### config.mk
export PLATFORM = sky130hd
export DESIGN_NAME = puf_challenge_ctrl
export DESIGN_NICKNAME = d
export VERILOG_FILES = /design/src/rtl/puf_challenge_ctrl.sv
export SDC_FILE = /design/constraint.sdc
export NUM_CORES = 1
export LEC_CHECK = 0
export BUFFER_PORTS_ARGS = -buffer_cell sky130_fd_sc_hd__buf_2
export CELL_PAD_IN_SITES_DETAIL_PLACEMENT = 0
export CELL_PAD_IN_SITES_GLOBAL_PLACEMENT = 1
export CORE_MARGIN = 5
export CORE_UTILIZATION = 35
export CTS_CLUSTER_DIAMETER = 30
export DETAILED_ROUTE_END_ITERATION = 7
export HOLD_SLACK_MARGIN = 0.06
export PLACE_DENSITY = 0.76
export SYNTH_ARGS = -nofsm -noshare
export SYNTH_HDL_FRONTEND = slang
export SYNTH_SLANG_ARGS = --single-unit
### constraint.sdc
create_clock -name clk -period 1.85 [get_ports clk]
set_input_delay 0.185 -clock clk [delete_from_list [all_inputs] [get_ports clk]]
set_output_delay 0.185 -clock clk [all_outputs]
set_load 0.1 [all_outputs]
### src/rtl/puf_challenge_ctrl.sv
// Arbiter-PUF challenge sequencer: an LFSR drives the mux chain through precharge/race/sample
// phases and shifts one arbiter decision per round into the response word.
module puf_challenge_ctrl #(
  parameter int unsigned CHAL_W = 32,
  parameter int unsigned RESP_W = 16,
  parameter int unsigned SETTLE = 8
) (
  input  logic              clk,
  input  logic              rst,
  input  logic              start,
  input  logic              abort,
  input  logic [CHAL_W-1:0] seed,
  input  logic              arb_out,
  output logic [CHAL_W-1:0] challenge,
  output logic              launch,
  output logic              busy,
  output logic [RESP_W-1:0] response,
  output logic              resp_valid,
  input  logic              resp_ack
);

  localparam int unsigned BitW = $clog2(RESP_W + 1);
  // Middle tap sits at bit 21 for the 32-bit polynomial; narrower chains fall back to the midpoint.
  localparam int unsigned TapB = (CHAL_W > 22) ? 21 : CHAL_W / 2;

  localparam logic [2:0] StIdle   = 3'd0;
  localparam logic [2:0] StLoad   = 3'd1;
  localparam logic [2:0] StPre    = 3'd2;
  localparam logic [2:0] StRace   = 3'd3;
  localparam logic [2:0] StSample = 3'd4;
  localparam logic [2:0] StDone   = 3'd5;

  logic [2:0]        state_q, state_d;
  logic [7:0]        cnt_q, cnt_d;
  logic [BitW-1:0]   bit_q, bit_d;
  logic [CHAL_W-1:0] lfsr_q, lfsr_d;
  logic [CHAL_W-1:0] challenge_q, challenge_d;
  logic [RESP_W-1:0] response_q, response_d;
  logic              launch_q, launch_d;
  logic              busy_q, busy_d;
  logic              resp_valid_q, resp_valid_d;

  logic [CHAL_W-1:0] lfsr_step;
  logic [CHAL_W-1:0] seed_fixed;
  logic              phase_end;
  logic              in_run;

  assign lfsr_step  = {lfsr_q[CHAL_W-2:0],
                       lfsr_q[CHAL_W-1] ^ lfsr_q[TapB] ^ lfsr_q[1] ^ lfsr_q[0]};
  assign seed_fixed = (seed == '0) ? CHAL_W'(1) : seed;
  assign phase_end  = (cnt_q == 8'(SETTLE - 1));
  assign in_run     = (state_q == StLoad) || (state_q == StPre) ||
                      (state_q == StRace) || (state_q == StSample);

  always_comb begin
    state_d     = state_q;
    cnt_d       = cnt_q;
    bit_d       = bit_q;
    lfsr_d      = lfsr_q;
    challenge_d = challenge_q;
    response_d  = response_q;
    case (state_q)
      StIdle: begin
        if (start) begin
          state_d     = StLoad;
          lfsr_d      = seed_fixed;
          challenge_d = seed_fixed;
          bit_d       = '0;
          cnt_d       = '0;
          response_d  = '0;
        end
      end
      StLoad: begin
        state_d = StPre;
        cnt_d   = '0;
      end
      StPre: begin
        if (phase_end) begin
          state_d = StRace;
          cnt_d   = '0;
        end else begin
          cnt_d = cnt_q + 8'd1;
        end
      end
      StRace: begin
        if (phase_end) begin
          state_d = StSample;
          cnt_d   = '0;
        end else begin
          cnt_d = cnt_q + 8'd1;
        end
      end
      StSample: begin
        // First decision shifts all the way up to the MSB by the end of the run.
        response_d  = (response_q << 1) | RESP_W'(arb_out);
        lfsr_d      = lfsr_step;
        challenge_d = lfsr_step;
        bit_d       = bit_q + BitW'(1);
        cnt_d       = '0;
        state_d     = (bit_q == BitW'(RESP_W - 1)) ? StDone : StPre;
      end
      StDone: begin
        if (resp_ack) state_d = StIdle;
      end
      default: state_d = StIdle;
    endcase

    if (abort && in_run) begin
      state_d     = StIdle;
      cnt_d       = '0;
      bit_d       = '0;
      lfsr_d      = lfsr_q;
      challenge_d = challenge_q;
      response_d  = response_q;
    end
  end

  // Outputs are registered from the next state so they line up with the state they describe.
  always_comb begin
    launch_d     = (state_d == StRace);
    busy_d       = (state_d != StIdle) && (state_d != StDone);
    resp_valid_d = (state_d == StDone);
  end

  always_ff @(posedge clk or posedge rst) begin
    if (rst) begin
      state_q      <= StIdle;
      cnt_q        <= '0;
      bit_q        <= '0;
      lfsr_q       <= CHAL_W'(1);
      challenge_q  <= '0;
      response_q   <= '0;
      launch_q     <= 1'b0;
      busy_q       <= 1'b0;
      resp_valid_q <= 1'b0;
    end else begin
      state_q      <= state_d;
      cnt_q        <= cnt_d;
      bit_q        <= bit_d;
      lfsr_q       <= lfsr_d;
      challenge_q  <= challenge_d;
      response_q   <= response_d;
      launch_q     <= launch_d;
      busy_q       <= busy_d;
      resp_valid_q <= resp_valid_d;
    end
  end

  assign challenge  = challenge_q;
  assign launch     = launch_q;
  assign busy       = busy_q;
  assign response   = response_q;
  assign resp_valid = resp_valid_q;

endmodule

# Word-level counts from Yosys, hierarchy flattened
# Index checks and enable logic that the tools add are counted.
# word_totals
ram_bits	0
rom_bits	0
out_inout_bits	51
inputBits	38
latch_bits	0
n_memories	0
register_bits	99
word_cells	63
# op_classes
muxes	19
n_div	0
bitwise_logic	5
n_reduce_logical	16
eq_ne	12
magnitude_cmp	0
n_mul	0
n_shift	0
addsub	2
# ops
op	count
32-bit two-way mux	2
32-bit one-hot mux with 2 select lines	1
32-bit logical NOT	1
16-bit one-hot mux with 2 select lines	1
8-bit two-way mux	3
8-bit one-hot mux with 3 select lines	1
3-bit two-way mux	6
3-bit one-hot mux with 6 select lines	1
16-bit two-way mux	1
16-bit by 1-bit OR with 16-bit output	1
5-bit two-way mux	2
5-bit one-hot mux with 2 select lines	1
3-bit by 2-bit == test with 1-bit output, second input constant	3
3-bit == test, second input constant	3
8-bit by 1-bit adder with 8-bit output, second input constant	1
8-bit by 3-bit == test with 1-bit output, second input constant	1
3-bit != test, second input constant	2
3-bit nonzero test	2
5-bit by 1-bit adder with 5-bit output, second input constant	1
5-bit by 4-bit == test with 1-bit output, second input constant	1
2-bit AND reduction	2
4-bit nonzero test	1
2-bit OR reduction	2
3-bit by 1-bit == test with 1-bit output, second input constant	1
other kinds (8)	13

# Logic depth before layout (Yosys ltp)
# Gate-level depths: netlist of the first run.
# logic_depth
word_depth	8
depth_mapped	6
mapped_depth_nobuf	6

# Least setup slack after synthesis of the first run
# Ideal clock, no wire load.
# synth_path
path_kind	reg-to-reg
from	register cnt_q[0]
to	register cnt_q[3]
t_arrival_ps	1551
required_time_ps	1729
slack_ps	178
path_buffers	0
path_stages_with_launch	6
path_cell_list	dfrtp_1 -> ha_1 -> nor4b_1 -> a31oi_1 -> a21o_1 -> a22o_1
# synth_between
elab_chain_cells	4
word_cells_on_any_way	5
classes_between	add/sub (1); eq/ne (1); mux (3)
# synth_lines
item	line_no	text
start, declared	34	logic [7:0] cnt_q, cnt_d;
start signal, assigned	138	cnt_q <= cnt_d;
8-bit by 1-bit adder with 8-bit output or 8-bit by 3-bit == test with 1-bit output (tied branches)	82, 90, 51	
8-bit two-way mux *	78, 86	
8-bit one-hot mux with 3 select lines *	62	case (state_q)
8-bit two-way mux *	108	if (abort && in_run) begin
# Mark *: on every way between the ends. The rest lies on a longest branch, timed or not.
# A chain may end at the register's enable or synchronous reset.

# Worst setup path after layout of the first run
# layout_path
from	register bit_q[0]
to	register state_q[2]
# layout_between
elab_chain_cells	4
# layout_lines
item	line_no	text
start, declared	35	logic [BitW-1:0] bit_q, bit_d;
start signal, assigned	139	bit_q <= bit_d;
5-bit by 4-bit == test with 1-bit output	100	state_d = (bit_q == BitW'(RESP_W - 1)) ? StDone : StPre;
3-bit two-way mux	100	
3-bit one-hot mux with 6 select lines	62	
3-bit two-way mux	108	
via state_d[2]	33	logic [2:0] state_q, state_d;
end signal, assigned	127	state_q <= StIdle;
end signal, assigned	137	state_q <= state_d;
end, declared	33	
# The timed path passes the listed nets, and every way through them passes these cells.

==> results of run 1 <==
[synthesized netlist by cell type, types with 2 or more instances]
| cell type | n |
|---|---|
| clkbuf_1 | 12 |
| nor3_1 | 6 |
| and4_1 | 2 |
| ha_1 | 3 |
| nand2_1 | 101 |
| a22o_1 | 4 |
| mux2i_1 | 2 |
| o22ai_1 | 3 |
| nor4_1 | 8 |
| nand3_1 | 22 |
| and3_1 | 2 |
| or4b_1 | 2 |
| dfrtp_1 | 67 |
| xnor2_1 | 3 |
| a21oi_1 | 3 |
| o21ai_0 | 12 |
| inv_1 | 5 |
| a22oi_1 | 29 |
| nor4b_2 | 2 |
| a31oi_1 | 2 |
| xor2_1 | 3 |
| o21ai_1 | 2 |
| buf_4 | 31 |
| buf_2 | 6 |
| nand4_1 | 5 |
| or3_1 | 2 |
| nor2_1 | 9 |
| nor3b_1 | 3 |
[cell type report]
class	count	area (sq um)
clock buffer	9	124
clock inverter	7	76.3
fill	976	5290
inverter	5	22.5
multi-input combinational	241	1350
sequential	68	1700
tap	129	161
timing repair buffer	107	601
[worst reg2reg max path: stages (launching register included)]
cell	delay, ns
dfrtp_1	0.42
ha_1	0.24
and3_1	0.19
ha_1	0.21
a22o_1	0.20
and3b_1	0.17
a31o_2	0.21
[per-stage QoR]
stage               instance area, sq um  setup slack (ns)  power [mW]  util, %  hold slack, ns
floorplan                           3370             0.178        3.92        -           0.290
global placement                    3810            0.0752        4.08     40.8           0.212
detailed placement                  3810            0.0507        4.09     40.8           0.216
CTS                                 4030            0.0215        5.34     43.2          0.0761
global route                        4040           0.00699        5.53     43.3          0.0801
finish                              4040             0.113        5.28     43.3          0.0927
[cells in the final DEF (no fill, tap or decap), drive strengths merged, types with 4 or more instances in the layout]
| cell | count |
|---|---|
| nand2 | 101 |
| nand3 | 22 |
| nor4 | 8 |
| a22oi | 29 |
| o21ai | 14 |
| a22o | 4 |
| nand4 | 5 |
| inv | 5 |
| buf | 105 |
| clkbuf | 9 |
| dfrtp | 67 |
| nor3 | 6 |
| nor2 | 9 |
[per-layer routing]
metal / vias up / GRT usage [%]
met5: - / 0
met4: 0 / 6.31
met3: 17 / 3.70
met2: 83 / 22.7
li1: 1375 / -
met1: 1365 / 19.9
[repair_timing]
action                                  4_1_cts  5_1_grt
resized for setup                             0        3
hold endpoints to repair                     15        0
endpoints found under the setup margin        0        8
hold buffers                                  2        0
[how the worst max path moves through the flow]
stage                    start    endpoint  slack [ns]
finish                bit_q[0]  state_q[2]        0.11
CTS                 state_q[1]    cnt_q[4]        0.02
global placement    state_q[1]    cnt_q[7]        0.08
floorplan             cnt_q[0]    cnt_q[3]        0.18
detailed placement  state_q[1]    cnt_q[4]        0.05
global route        state_q[0]    bit_q[2]       0.007
[logic make-up after synthesis]
group / Yosys count / synth area share (%)
flip-flops: 68 / 50.6
adder cells (fa/ha/maj): 3 / 1.12
buffers and inverters: 56 / 10.2
multiplexers: 2 / 0.595
AND/OR/NAND/NOR: 169 / 23.5
AO/OA/AOI/OAI: 61 / 12.4
XOR/XNOR: 6 / 1.56
[state kept, by name, indices dropped and copies added, names as in the netlist]
| signal | flops |
|---|---|
| challenge | 1 |
| bit_q | 5 |
| cnt_q | 8 |
| launch | 1 |
| resp_valid | 1 |
| state_q | 3 |
| busy | 1 |
| lfsr_q | 32 |
| response | 16 |
[power by group through the flow]
stage,Combinational [mW],Sequential [mW],Clock (mW)
after global placement,2.16,1.92,0
final,2.15,1.89,1.23
after CTS,2.17,1.90,1.27
after floorplan,1.99,1.93,0
after global routing,2.26,1.93,1.34
after detailed placement,2.17,1.92,0
==> reports/results.tsv, run 1 <==
metric	value	unit
fin cells	566	
n_diodes	0	
Die W	108	microns
number of hold violations in the final report	0	
status	finished clean	
RSZ-0062 raised after global routing	false	
CTS Buf Count	9	
Synth-to-Final Area Change	20.1	%
peak supply drop	0.773	mV
Hold Crit Class	in2reg	
Worst Max-Slew Pin Slew	0.507	ns
Routed WL per cell	14.9	microns
DRT iter0 DRCs	121	
Crit-path slowest cell	dfrtp_1	
critical path depth in cells	6	
crit path DAT	1.96	ns
Congestion Overflow GR	0	
share of cells above drive strength 1	30.0	%
Crit path largest cell delay	0.42	ns
Distinct cells, synth	42	
Via-to-Cell Ratio	5.02	
die area	0.0117	sq mm
WP data required	2.08	ns
CTS max path bufs	2	
Max Slew Vio Count	0	
PortBufs	88	
clk root buf	clkbuf_8	
crit-path leading delay family	adder cells	
HP Start	seed[24]	
Nets	473	
share of the synthesized area in the top cell type	49.8	%
drt first pass iters	4	
leading area contributor after synthesis	dfrtp_1	
async set-or-reset flop fraction in the synthesized netlist	100	%
Final Skew	0.00791	ns
register area share after synthesis	50.6	%
most frequently used flop master after synthesis	dfrtp_1	
Sink Count	68	
Max-Cap Viols	0	
leading post-synthesis cells by cell area	dfrtp_1 50%, nand2_1 11%, buf_4 6.9%	
IO Count	89	
hold depth	3	
total net switching power	2.59	mW
Syn Nets	406	
global placement routability congestion	0.798	
CTS tree	built	
Starting Density	36.1	%
Routed met3 length	573	microns
Setup Crit Path Kind	reg2reg	
clock network fraction of total power	23.3	%
detailed placement HPWL	6.25	mm
RR Endpoint	state_q[2]	
CP cell instances	ha_1 -> and3_1 -> ha_1 -> a22o_1 -> and3b_1 -> a31o_2	
flops & latches, synth	68	
M1 WL	3.86	mm
Yosys Warn Count	0	
largest net degree at the start of global routing	43	
Critical Path Source Type	register	
Final min period	1.74	ns
clock input transition at the sequential cells of the worst setup and hold paths	0.08	ns
met2 WL	3.79	mm
vias in the first global route	2796	
Int Power	2.68	mW
PD cells	1310	mW/mm^2
core area	0.00933	sq mm
R2R Path Start	bit_q[0]	
Fin Setup TNS	0	ns
overall die height	108	microns
Routed WL	8.43	mm
routed via count	2840	
htree depth	3	
Final ANT Viol Nets	0	
CP Max Fanout	4	
# rows	35	
Most common cell on crit path	ha_1	
Setup violations, final	0	
Hold Crit Endpoint	lfsr_q[24]	
top layer in use	met4	
Worst slew margin	65.8	%
CP endpoint kind	register	
R2R cell count	6	
Critical path buffers and inverters	0	
DRC violations left	0	
setup bufs post-CTS	0	
initial antenna violation count	0	
GRT Overall Usage	14.8	%
Peak Freq	576	MHz
EDFF count, synth	0	
Cells after DPL	548	
Sequential Power Share	35.9	%
Syn Area/Cell	9.22	sq um
Comb power frac	40.8	%
Switching Fraction	49.2	%
Clock Latency Late Sink	0.34	ns
Pleak	2.07	nW
reg2reg setup slack	0.11	ns
global-route wire length before repair	13.8	mm
Final period util	93.9	%
Cell Area, Synth	0.00336	sq mm
Synth Instances	365	
No activity file was read; power rests on OpenSTA's default activity.
==> run 2, diff against run 1 <==
--- a/config.mk
+++ b/config.mk
@@ -9,11 +9,11 @@
 export CELL_PAD_IN_SITES_DETAIL_PLACEMENT = 0
 export CELL_PAD_IN_SITES_GLOBAL_PLACEMENT = 1
 export CORE_MARGIN = 5
-export CORE_UTILIZATION = 35
+export CORE_UTILIZATION = 39
 export CTS_CLUSTER_DIAMETER = 30
 export DETAILED_ROUTE_END_ITERATION = 7
 export HOLD_SLACK_MARGIN = 0.06
-export PLACE_DENSITY = 0.76
+export PLACE_DENSITY = 0.8
 export SYNTH_ARGS = -nofsm -noshare
 export SYNTH_HDL_FRONTEND = slang
 export SYNTH_SLANG_ARGS = --single-unit
==> constraint.sdc (replaced) <==
create_clock -name clk -period 1.7 [get_ports clk]
set_input_delay 0.17 -clock clk [delete_from_list [all_inputs] [get_ports clk]]
set_output_delay 0.17 -clock clk [all_outputs]
set_load 0.1 [all_outputs]
==> run 2 against run 1 <==
Against the previous run: clock skew up 0.00097 ns; global-route usage up 1.8 points; sequential power up 8%; power up 12%; critical path type unchanged.
==> reports/results.tsv, run 2 (synthesized netlist as in run 1, its figures left out) <==
metric	value	unit	change
peak supply drop	0.703	mV	-9.1%
Comb power frac	40.7	%	about the same
die area	0.0106	sq mm	-9.3%
clk root buf	clkbuf_8		
crit path DAT	1.89	ns	-0.07 ns
RSZ-0062 raised after global routing	false		
GRT Overall Usage	16.6	%	+1.8 points
total net switching power	2.80	mW	+7.8%
Synth-to-Final Area Change	26.1	%	
Largest Register	lfsr_q		
drt first pass iters	4		unchanged
Worst slew margin	65.3	%	-0.49 points
Cell Area, Placed	0.00394	sq mm	+3.5%
Sink Count	68		unchanged
Setup WS post-layout	0.0459	ns	-0.0675 ns
Starting Density	40.5	%	+4.5 points
Routed WL per cell	15.2	microns	+1.9%
overall die height	103	microns	-4.8%
Largest register FFs	32		unchanged
Setup violations, final	0		unchanged
Int Power	3.13	mW	+17%
Routed WL	8.62	mm	+2.3%
Die W	103	microns	-4.8%
largest net degree at the start of global routing	34		-21%
CTS Buf Count	9		unchanged
clock network fraction of total power	24.8	%	+1.5 points
PD cells	1400	mW/mm^2	+7.0%
Switching Fraction	47.2	%	-2.0 points
Clock Latency Late Sink	0.34	ns	about the same
Max-Cap Viols	0		unchanged
most common cell after layout, fill and taps aside	nand2_1		
number of hold violations in the final report	0		unchanged
CP endpoint kind	register		
Critical Path Source Type	register		
global placement routability congestion	0.853		+6.9%
fin cells	568		+0.35%
initial antenna violation count	0		unchanged
Worst Max-Slew Pin Slew	0.524	ns	+0.0164 ns
Final period util	97.3	%	+3.4 points
Peak Freq	605	MHz	+5.0%
Sequential Power Share	34.5	%	-1.4 points
routed via count	2912		+2.5%
design area	0.00424	sq mm	+5.0%
pre-CTS setup slack	0.00593	ns	-0.0448 ns
Congestion Overflow GR	0		unchanged
CTS max path bufs	2		unchanged
Final min period	1.65	ns	-0.0825 ns
Max Slew Vio Count	0		unchanged
Final Skew	0.00888	ns	+0.000967 ns
Final Util	51.1	%	+7.8 points
Hold Crit Class	in2reg		
detailed placement HPWL	6.28	mm	+0.51%
# rows	33		-5.7%
Final ANT Viol Nets	0		unchanged
htree depth	3		unchanged
clock input transition at the sequential cells of the worst setup and hold paths	0.08	ns	about the same
Via-to-Cell Ratio	5.13		+2.2%
share of cells above drive strength 1	33.0	%	+3.1 points
commonest non-fill, non-tap cells in the layout	100 x nand2_1, 88 x buf_2, 67 x dfrtp_1		
CP Max Fanout	2		-2
Cells after DPL	544		-0.73%
Fill cells	791		-19%
CTS tree	built		
core area	0.00830	sq mm	-11%
Nets	499		+5.5%
status	finished clean		
IO Count	89		unchanged
DRT iter0 DRCs	112		-7.4%
Setup Crit Path Kind	reg2reg		
global-route wire length before repair	13.9	mm	+0.70%
n_diodes	0		unchanged
vias in the first global route	2890		+3.4%
DRC violations left	0		unchanged
Pleak	2.23	nW	+7.6%
PortBufs	88		unchanged
Fin Setup TNS	0	ns	unchanged
WP data required	1.93	ns	-0.15 ns
==> run 2: what timing repair did <==
| item | CTS | global route |
|---|---|---|
| pin swaps | 0 | 2 |
| hold endpoints to repair | 15 | 2 |
| setup endpoints to repair | 1 | 41 |
| hold buffers | 3 | 2 |
| cloned | 0 | 0 |
| gates resized for setup | 1 | 3 |
| buffers inserted | 0 | 3 |
==> run 2: per-layer routing <==
| layer | global-route usage [%] | wire, microns | part of all wire, % | vias to the layer above |
|---|---|---|---|---|
| met5 | 0 | 0 | 0 | - |
| met1 | 22.1 | 3880 | 45 | 1394 |
| li1 | - | - | - | 1428 |
| met2 | 26.0 | 4030 | 47 | 80 |
| met3 | 5.07 | 586 | 6.8 | 10 |
| met4 | 5.28 | 115 | 1.3 | 0 |
==> run 2: critical path, stage by stage, from the launching register on <==
cell,delay (ns)
dfrtp_1,0.38
ha_1,0.21
and3_1,0.18
ha_1,0.19
a22o_1,0.20
and3b_1,0.17
a31o_2,0.21
==> run 2: final cells by class <==
cell class / count / area [sq um] / share of cell area (%)
flip-flops and latches: 68 / 1700 / 40.1
inverters: 5 / 22.5 / 0.531
clock inverters: 5 / 75.1 / 1.77
multi-input cells: 241 / 1350 / 31.9
well taps: 105 / 131 / 3.10
repair buffers: 133 / 816 / 19.2
clock buffers: 11 / 141 / 3.33
==> run 2: power by group through the flow <==
| stage | registers [mW] | clock network (mW) | logic (mW) |
|---|---|---|---|
| after floorplan | 2.10 | 0 | 2.16 |
| after global placement | 2.07 | 0 | 2.39 |
| after detailed placement | 2.07 | 0 | 2.41 |
| after CTS | 2.04 | 1.51 | 2.42 |
| after global routing | 2.08 | 1.60 | 2.53 |
| final | 2.04 | 1.47 | 2.41 |
==> run 2: stage by stage <==
step,hold slack [ns],power (mW)
global route,0.0681,6.21
finish,0.0740,5.93
floorplan,0.275,4.27
global placement,0.199,4.46
detailed placement,0.205,4.48
CTS,0.0619,5.97
==> run 2: path summary, 6_finish.rpt <==
kind | start | end | slack [ns] | depth (start not counted)
hold / removal | seed[29] | lfsr_q[29] | 0.07 | 3
setup reg to reg | bit_q[0] | state_q[2] | 0.05 | 6
min in group asynchronous | rst | lfsr_q[1] | 0.37 | 3
setup / recovery | bit_q[0] | state_q[2] | 0.05 | 6
max in group asynchronous | rst | response[5] | 0.80 | 4
hold reg to reg | response[14] | response[15] | 0.49 | 2
==> run 3, diff against run 2 <==
--- a/config.mk
+++ b/config.mk
@@ -8,7 +8,7 @@
 export BUFFER_PORTS_ARGS = -buffer_cell sky130_fd_sc_hd__buf_2
 export CELL_PAD_IN_SITES_DETAIL_PLACEMENT = 0
 export CELL_PAD_IN_SITES_GLOBAL_PLACEMENT = 1
-export CORE_MARGIN = 5
+export CORE_MARGIN = 2
 export CORE_UTILIZATION = 39
 export CTS_CLUSTER_DIAMETER = 30
 export DETAILED_ROUTE_END_ITERATION = 7
==> run 3 against run 2 <==
Against the previous run: power increased by 0.21%; highest routed layer unchanged; sequential share of layout area is 0.23 points higher; global-route usage is 1.6 points higher; utilization shrank 0.21 points; first-iteration DRC count is 38% higher; clock-buffer cell count down 1; routed wire length fell by 5.2%.
==> reports/results.tsv, run 3 (synthesized netlist as in run 1, its figures left out) <==
metric	value	unit	change
# rows	33		unchanged
fin cells	562		-1.1%
total net switching power	2.80	mW	+0.19%
Most common cell on crit path	ha_2		
crit path launch	bit_q[1]		
WP data required	1.93	ns	about the same
die area	0.00939	sq mm	-11%
Final period util	97.6	%	+0.27 points
crit path DAT	1.89	ns	about the same
total power	5.94	mW	+0.21%
Max Slew Vio Count	0		unchanged
DRC violations left	0		unchanged
Sink Count	68		unchanged
CTS Buf Count	9		unchanged
htree depth	3		unchanged
Setup violations, final	0		unchanged
Crit path largest cell delay	0.40	ns	+0.02 ns
n_diodes	0		unchanged
Nets	493		-1.2%
Peak Freq	603	MHz	-0.27%
global placement routability congestion	0.807		-5.4%
Setup Crit Path Kind	reg2reg		
Switching Fraction	47.2	%	about the same
Die W	96.9	microns	-5.8%
CP Max Fanout	3		+1
clk root buf	clkbuf_8		
CTS tree	built		
Hold Crit Class	in2reg		
Comb power frac	40.3	%	-0.4 points
Final Skew	0.00511	ns	-0.00377 ns
largest net degree at the start of global routing	34		unchanged
routed via count	2939		+0.93%
Int Power	3.14	mW	+0.24%
Sequential Power Share	34.7	%	+0.2 points
CP endpoint kind	register		
Final ANT Viol Nets	0		unchanged
Via-to-Cell Ratio	5.23		+2.0%
hold depth	3		unchanged
Largest Register	lfsr_q		
busiest layer in global routing	met2		
HP Start	seed[10]		
PD cells	1410	mW/mm^2	+0.63%
Max-Cap Viols	0		unchanged
Worst Max-Slew Pin Slew	0.579	ns	+0.0553 ns
met3 global-route usage	4.48	%	-0.59 points
global-route wire length before repair	14.0	mm	+0.24%
CTS max path bufs	2		unchanged
Starting Density	40.5	%	unchanged
Fill cells	786		-0.63%
Worst slew margin	61.3	%	-4.0 points
Routed WL	8.17	mm	-5.2%
peak supply drop	0.676	mV	-3.9%
clock input transition at the sequential cells of the worst setup and hold paths	0.08	ns	about the same
drt first pass iters	4		unchanged
detailed placement HPWL	5.92	mm	-5.7%
R2R Path Start	bit_q[1]		
met1 Resource Use GR	23.9	%	+1.7 points
commonest non-fill, non-tap cells in the layout	101 x nand2_1, 88 x buf_2, 65 x dfrtp_1		
Cells after DPL	541		-0.55%
Clock Latency Late Sink	0.34	ns	about the same
GRT Overall Usage	18.2	%	+1.6 points
sequential standard cell area	0.00171	sq mm	+0.15%
core area	0.00830	sq mm	unchanged
Synth-to-Final Area Change	25.5	%	
Congestion Overflow GR	0		unchanged
Routed WL per cell	14.5	microns	-4.2%
R2R cell count	6		unchanged
clock network fraction of total power	25.0	%	+0.2 points
vias in the first global route	2918		+0.97%
Critical Path Source Type	register		
M2 GR Usage	29.2	%	+3.2 points
status	finished clean		
initial antenna violation count	0		unchanged
Pleak	2.19	nW	-1.5%
most common cell after layout, fill and taps aside	nand2_1		
PortBufs	88		unchanged
share of cells above drive strength 1	33.9	%	+0.87 points
CP cell instances	ha_2 -> and3_1 -> ha_2 -> a22o_1 -> and3b_1 -> a31o_2		
number of hold violations in the final report	0		unchanged
Crit-path slowest cell	dfrtp_1		
DRT iter0 DRCs	155		+38%
area of the multi-input gates	0.00136	sq mm	+0.83%
overall die height	96.9	microns	-5.8%
Largest register FFs	32		unchanged
Final min period	1.66	ns	+0.00453 ns
IO Count	89		unchanged
run 3: routing by layer:
metal | share of wire [%] | routed length [microns]
met1 | 44 | 3620
met2 | 48 | 3920
met3 | 6.1 | 498
met4 | 1.7 | 138
met5 | 0 | 0
run 3: area by class of cell:
type / instances / share of cell area [%]
clock buffer: 10 / 3.26
clock inverter: 6 / 2.04
inverter: 5 / 0.533
multi-input combinational: 241 / 32.3
sequential: 68 / 40.4
tap: 105 / 3.11
timing repair buffer: 127 / 18.4
run 3: worst max-delay path: cells and delay by family (launching register included):
family	cells	cell delay, ns
adder cells (fa/ha/maj)	2	0.38
AND/OR/NAND/NOR	2	0.37
AO/OA/AOI/OAI	2	0.42
flip-flops	1	0.40
run 3: through the flow:
step           setup WS [ns]  hold slack, ns  utilization (%)  instance area, sq um  setup TNS (ns)
2_1_floorplan         0.0282           0.275                -                  3370               0
3_3_place_gp          0.0534           0.264             47.2                  3920               0
3_5_place_dp         0.00824           0.269             47.2                  3920               0
4_1_cts             0.000953          0.0616             50.3                  4170               0
5_1_grt              -0.0128          0.0658             50.9                  4220         -0.0228
6_report              0.0413          0.0780             50.9                  4220               0
run 3: path summary, 6_finish.rpt:
path / end / slack [ns]
setup / recovery: state_q[2] / 0.04
hold / removal: lfsr_q[10] / 0.08
setup reg to reg: state_q[2] / 0.04
hold reg to reg: response[2] / 0.49
max in group asynchronous: response[6] / 0.67
min in group asynchronous: lfsr_q[8] / 0.44
run 3: power groups by stage:
stage                     sequential (mW)  clock (mW)  combinational [mW]
after floorplan                      2.10           0                2.16
after global placement               2.08           0                2.38
after detailed placement             2.09           0                2.39
after CTS                            2.06        1.53                2.40
after global routing                 2.10        1.61                2.51
final                                2.06        1.49                2.39
run 3: what timing repair did:
| action | 4_1_cts | 5_1_grt |
|---|---|---|
| setup endpoints to repair | 1 | 44 |
| cloned | 0 | 0 |
| buffers inserted | 0 | 2 |
| hold buffers | 3 | 0 |
| hold endpoints to repair | 23 | 0 |
| resized for setup | 1 | 12 |
